==> src/rtl/payload_sum_tx.sv <==
// Packet pass-through with an appended checksum trailer: every payload word is
// forwarded unchanged, then a trailer carrying the 32-bit lane sum and word count.
module payload_sum_tx #(
  parameter int unsigned MAX_WORDS = 64
) (
  input  logic         clk,
  input  logic         rst,
  input  logic [255:0] s_payload,
  input  logic         s_valid,
  input  logic         s_last,
  output logic         s_ready,
  output logic [255:0] m_data,
  output logic         m_valid,
  output logic         m_last,
  input  logic         m_ready,
  output logic         m_is_sum,
  output logic [15:0]  pkt_count,
  output logic         err_overlength
);

  typedef enum logic [1:0] {IDLE, DATA, TRAILER} state_t;

  localparam logic [15:0] MAX_CNT = 16'(MAX_WORDS);

  state_t      state, state_next;
  logic [31:0] acc;
  logic [15:0] word_cnt;
  logic [31:0] lane_sum;
  logic        out_free;
  logic        accept;
  logic        load_trailer;
  logic        hit_max;

  // NOTE: combinational blocks use blocking '=' and assign every output a
  // default first, so no latch is inferred; clocked blocks use '<=' only.
  always_comb begin
    lane_sum = '0;
    for (int k = 0; k < 8; k++) begin
      lane_sum = lane_sum + s_payload[32*k +: 32];
    end
  end

  // State register
  always_ff @(posedge clk) begin
    if (rst) state <= IDLE;
    else     state <= state_next;
  end

  // Next-state logic
  always_comb begin
    state_next = state;
    unique case (state)
      IDLE, DATA: begin
        if (accept) state_next = (s_last || hit_max) ? TRAILER : DATA;
      end
      TRAILER: begin
        if (out_free) state_next = IDLE;
      end
      default: state_next = IDLE;
    endcase
  end

  // Output / handshake logic
  always_comb begin
    out_free     = !m_valid || m_ready;
    s_ready      = !rst && (state != TRAILER) && out_free;
    accept       = s_valid && s_ready;
    load_trailer = (state == TRAILER) && out_free;
    hit_max      = (word_cnt + 16'd1) == MAX_CNT;
  end

  // Accumulator and word counter; the trailer load restarts them for the next packet.
  always_ff @(posedge clk) begin
    if (rst) begin
      acc            <= '0;
      word_cnt       <= '0;
      err_overlength <= 1'b0;
    end else if (load_trailer) begin
      acc      <= '0;
      word_cnt <= '0;
    end else if (accept) begin
      acc      <= acc + lane_sum;
      word_cnt <= word_cnt + 16'd1;
      if (hit_max && !s_last) err_overlength <= 1'b1;
    end
  end

  // Single output register; contents only change when empty or being taken.
  always_ff @(posedge clk) begin
    if (rst) begin
      m_data   <= '0;
      m_valid  <= 1'b0;
      m_last   <= 1'b0;
      m_is_sum <= 1'b0;
    end else if (accept) begin
      m_data   <= s_payload;
      m_valid  <= 1'b1;
      m_last   <= 1'b0;
      m_is_sum <= 1'b0;
    end else if (load_trailer) begin
      m_data   <= {208'd0, word_cnt, acc};
      m_valid  <= 1'b1;
      m_last   <= 1'b1;
      m_is_sum <= 1'b1;
    end else if (m_ready) begin
      m_valid  <= 1'b0;
      m_last   <= 1'b0;
      m_is_sum <= 1'b0;
    end
  end

  always_ff @(posedge clk) begin
    if (rst)                               pkt_count <= '0;
    else if (m_valid && m_ready && m_last) pkt_count <= pkt_count + 16'd1;
  end

endmodule

==> config.mk <==
export PLATFORM = sky130hd
export DESIGN_NAME = payload_sum_tx
export DESIGN_NICKNAME = d
export VERILOG_FILES = /design/src/rtl/payload_sum_tx.sv
export SDC_FILE = /design/constraint.sdc
export NUM_CORES = 1
export LEC_CHECK = 0
export ABC_CLOCK_PERIOD_IN_PS = 6630
export CAP_MARGIN = 20
export CORE_AREA = 8 8 208 210
export CTS_CLUSTER_SIZE = 40
export DETAILED_ROUTE_END_ITERATION = 10
export DIE_AREA = 0 0 216 218
export PLACE_DENSITY = 0.86
export SLEW_MARGIN = 5
export SYNTH_ARGS = -nofsm -noshare
export SYNTH_HDL_FRONTEND = slang
export SYNTH_SLANG_ARGS = --single-unit
==> constraint.sdc <==
create_clock -name clk -period 6.63 [get_ports clk]
set_input_delay 0.9945 -clock clk [delete_from_list [all_inputs] [get_ports clk]]
set_output_delay 0.9945 -clock clk [all_outputs]
set_load 0.02 [all_outputs]
==> out/qor.txt <==
status: completed
Tightest Pin Transition: 1102 ps
# Post-CTS Setup Buffers: 0
CTS resizes: 0
core area: 0.04018 mm²
Vias: 18450
RSZ-0062 raised after global routing: false
Tcrit/Tclk final: 83.39%
Post-synth EDFFs: 0
Max Cap Viol: 0
critical-path maximum fanout: 3
Yosys top cell area share: 33.86%
GRT Total Usage: 30.53%
pin count of the biggest net entering global routing: 177
Skew-Pair Late Insertion Delay: 580 ps
router iterations before antenna repair: 7
Hold Path Class: reg2reg
grt total ovfl: 0
setup TNS: 0 ps
max-slew violations: 0
Slowest-stage cell, CP: fa_1
Clock Sinks: 325
Ys Warns: 0
Buf/Inv on CP: 5
starting density of the core: 47.82%
Synth area leaders: dfxtp_1 34%, fa_1 22%, nand2_1 7.4%
most common cell in the netlist: nand2_1
depth of the CTS H-tree: 2
post-synthesis area per instance: 8.514 µm²
critical path, cell by cell: clkdlybuf4s50_1 > inv_1 > fa_1 > inv_1 > fa_1 > fa_1 > inv_1 > fa_1 > inv_1 > ha_1 > a211oi_1 > o21ai_0 > nand3_1 > a21oi_1 > o41ai_2 > nor3_1 > or3_1 > a31oi_1
layout cells sized above 1: 3.410%
area grow syn2layout: 35.92%
Seq/Total Area, Yosys: 33.86%
die area: 0.04709 mm²
Synth Flop Type: dfxtp_1
Rows: 74
TritonCTS clock tree: built
Routed WL per cell: 22.80 µm
Lkg Pwr: 10.38 nW
WP data required: 7130 ps
Worst Skew: 31.72 ps
routed vias/inst: 5.643
chip height: 218 µm
synthesized flop and latch total: 325
vias in the first global route: 18600
Final Cell Area: 0.02612 mm²
Netlist cell types: 57
cts hold-fix bufs: 0
Antenna Nets Post-Route: 0
setup violators final: 0
area post-placement: 0.02482 mm²
critical path arrival: 6030 ps
final wirelength: 74.55 mm
initial antenna violation count: 11
Post-Syn Instances: 2257
maximum vdd drop: 0.0003374 V
Root Driver: clkbuf_16
io pins: 538
delay-heaviest family, CP: adder cells
first-pass GRT wire length: 111.9 mm
first-iteration detailed-routing DRC count: 2232
path type of the worst setup path: in2reg
number of port buffers: 537
total power: 10.86 mW
slew margin rel.: 26.55%
type of destination of the critical path: flip-flop
GP Congestion: 0.9363
Final min period: 5529 ps
Max clock buf depth: 3
Mapped Nets: 2765
CTS buffer count: 38
Clk pin slew, worst setup/hold paths: 60 ps
FFs w/ async S/R, synth: 0%
post-synth top area cell: dfxtp_1
Final Hold Viols: 0
final net count: 3207
CP peak stage delay: 520 ps
DRC errors left: 0
total power divided by cell area: 415.9 mW/mm²
Final HPWL DP: 56.58 mm
Setup crit start kind: input pin
synthesized area: 0.01922 mm²
Die W: 216 µm
Max Clock Freq: 180.9 MHz
Post-synth top cells: 378 x nand2_1, 325 x dfxtp_1, 294 x inv_1, 259 x a21oi_1, 231 x nand3_1
==> stage by stage <==
| stage | cells | utilization (%) | hold WS [ps] | worst slack, ps |
|---|---|---|---|---|
| floorplan | 2257 | - | 416.9 | 1465 |
| global placement | 3191 | 61.76 | 426.4 | 626.2 |
| global route | 3269 | 65.00 | 477.7 | 950.6 |
| CTS | 3259 | 64.93 | 448.5 | 1164 |
| detailed placement | 3191 | 61.76 | 440.4 | 563.3 |
| finish | 3270 | 65.00 | 447.2 | 1101 |
==> kinds of logic after synthesis <==
logic type      Yosys count  share of synthesized area [%]
fa+ha+maj               247                          24.40
simple gates            791                          18.12
buf+inv                 442                          8.842
mux                       4                         0.2084
compound gates          388                          11.84
xor+xnor                 60                          2.735
flops                   325                          33.86
==> placed cells by master, fill, tap and decap left out, types with 11 or more instances in the layout <==
cell / n
a21oi_1: 259
a311oi_1: 49
and3_1: 11
buf_4: 11
clkbuf_16: 38
clkdlybuf4s50_1: 536
dfxtp_1: 325
diode_2: 11
fa_1: 213
ha_1: 34
inv_1: 294
nand2_1: 377
nand3_1: 231
nor2_1: 102
nor3_1: 18
o21ai_0: 31
xnor2_1: 32
xor2_1: 28
==> flip-flops by register name, summed over array words and instances (netlist names) <==
register / cells
acc: 32
err_overlength: 1
word_cnt: 16
m_data: 256
state: 2
pkt_count: 16
m_is_sum: 1
m_valid: 1
==> worst reg2reg max path, cell delays in order (launching register included) <==
cell and delay, ps:
dfxtp_1 410, fa_1 480, fa_1 520, fa_1 560
inv_1 60, fa_1 520, inv_1 50, ha_1 290
a211oi_1 310, o21ai_0 240, nand3_1 190, a21oi_1 130
o41ai_2 460, nor3_1 140, or3_1 390, a31oi_1 130
==> metal layers <==
metal	part of all wire (%)	track usage, %	routed length [µm]
met5	0.017	0	13
met4	4.1	12.13	3065
met3	11	9.071	8335
met2	46	49.37	34620
met1	38	38.12	28520
==> layout make-up <==
type | count | area, µm²
antenna | 11 | 27.53
clock buffer | 48 | 1018
clock inverter | 20 | 256.5
fill | 3162 | 14060
inverter | 294 | 1104
multi-input combinational | 1490 | 11040
sequential | 325 | 6506
tap | 532 | 665.6
timing repair buffer | 550 | 5503
==> final timing paths <==
path,slack (ps),depth (start not counted),endpoint,start
worst max-delay path,1100,18,acc[31],s_payload[35]
worst min-delay path,450,1,state[0],state[1]
worst max register to register,1700,15,acc[31],acc[3]
worst min register to register,450,1,state[0],state[1]
==> power by group <==
| group | leakage, nW | total, mW | internal, mW | switching [mW] |
|---|---|---|---|---|
| Clock | 0.613 | 2.21 | 1.29 | 0.915 |
| Sequential | 2.65 | 2.20 | 2.10 | 0.107 |
| Combinational | 7.11 | 6.45 | 2.74 | 3.71 |
| Total | 10.4 | 10.9 | 6.13 | 4.73 |
Power figures use the tool's default switching activity.
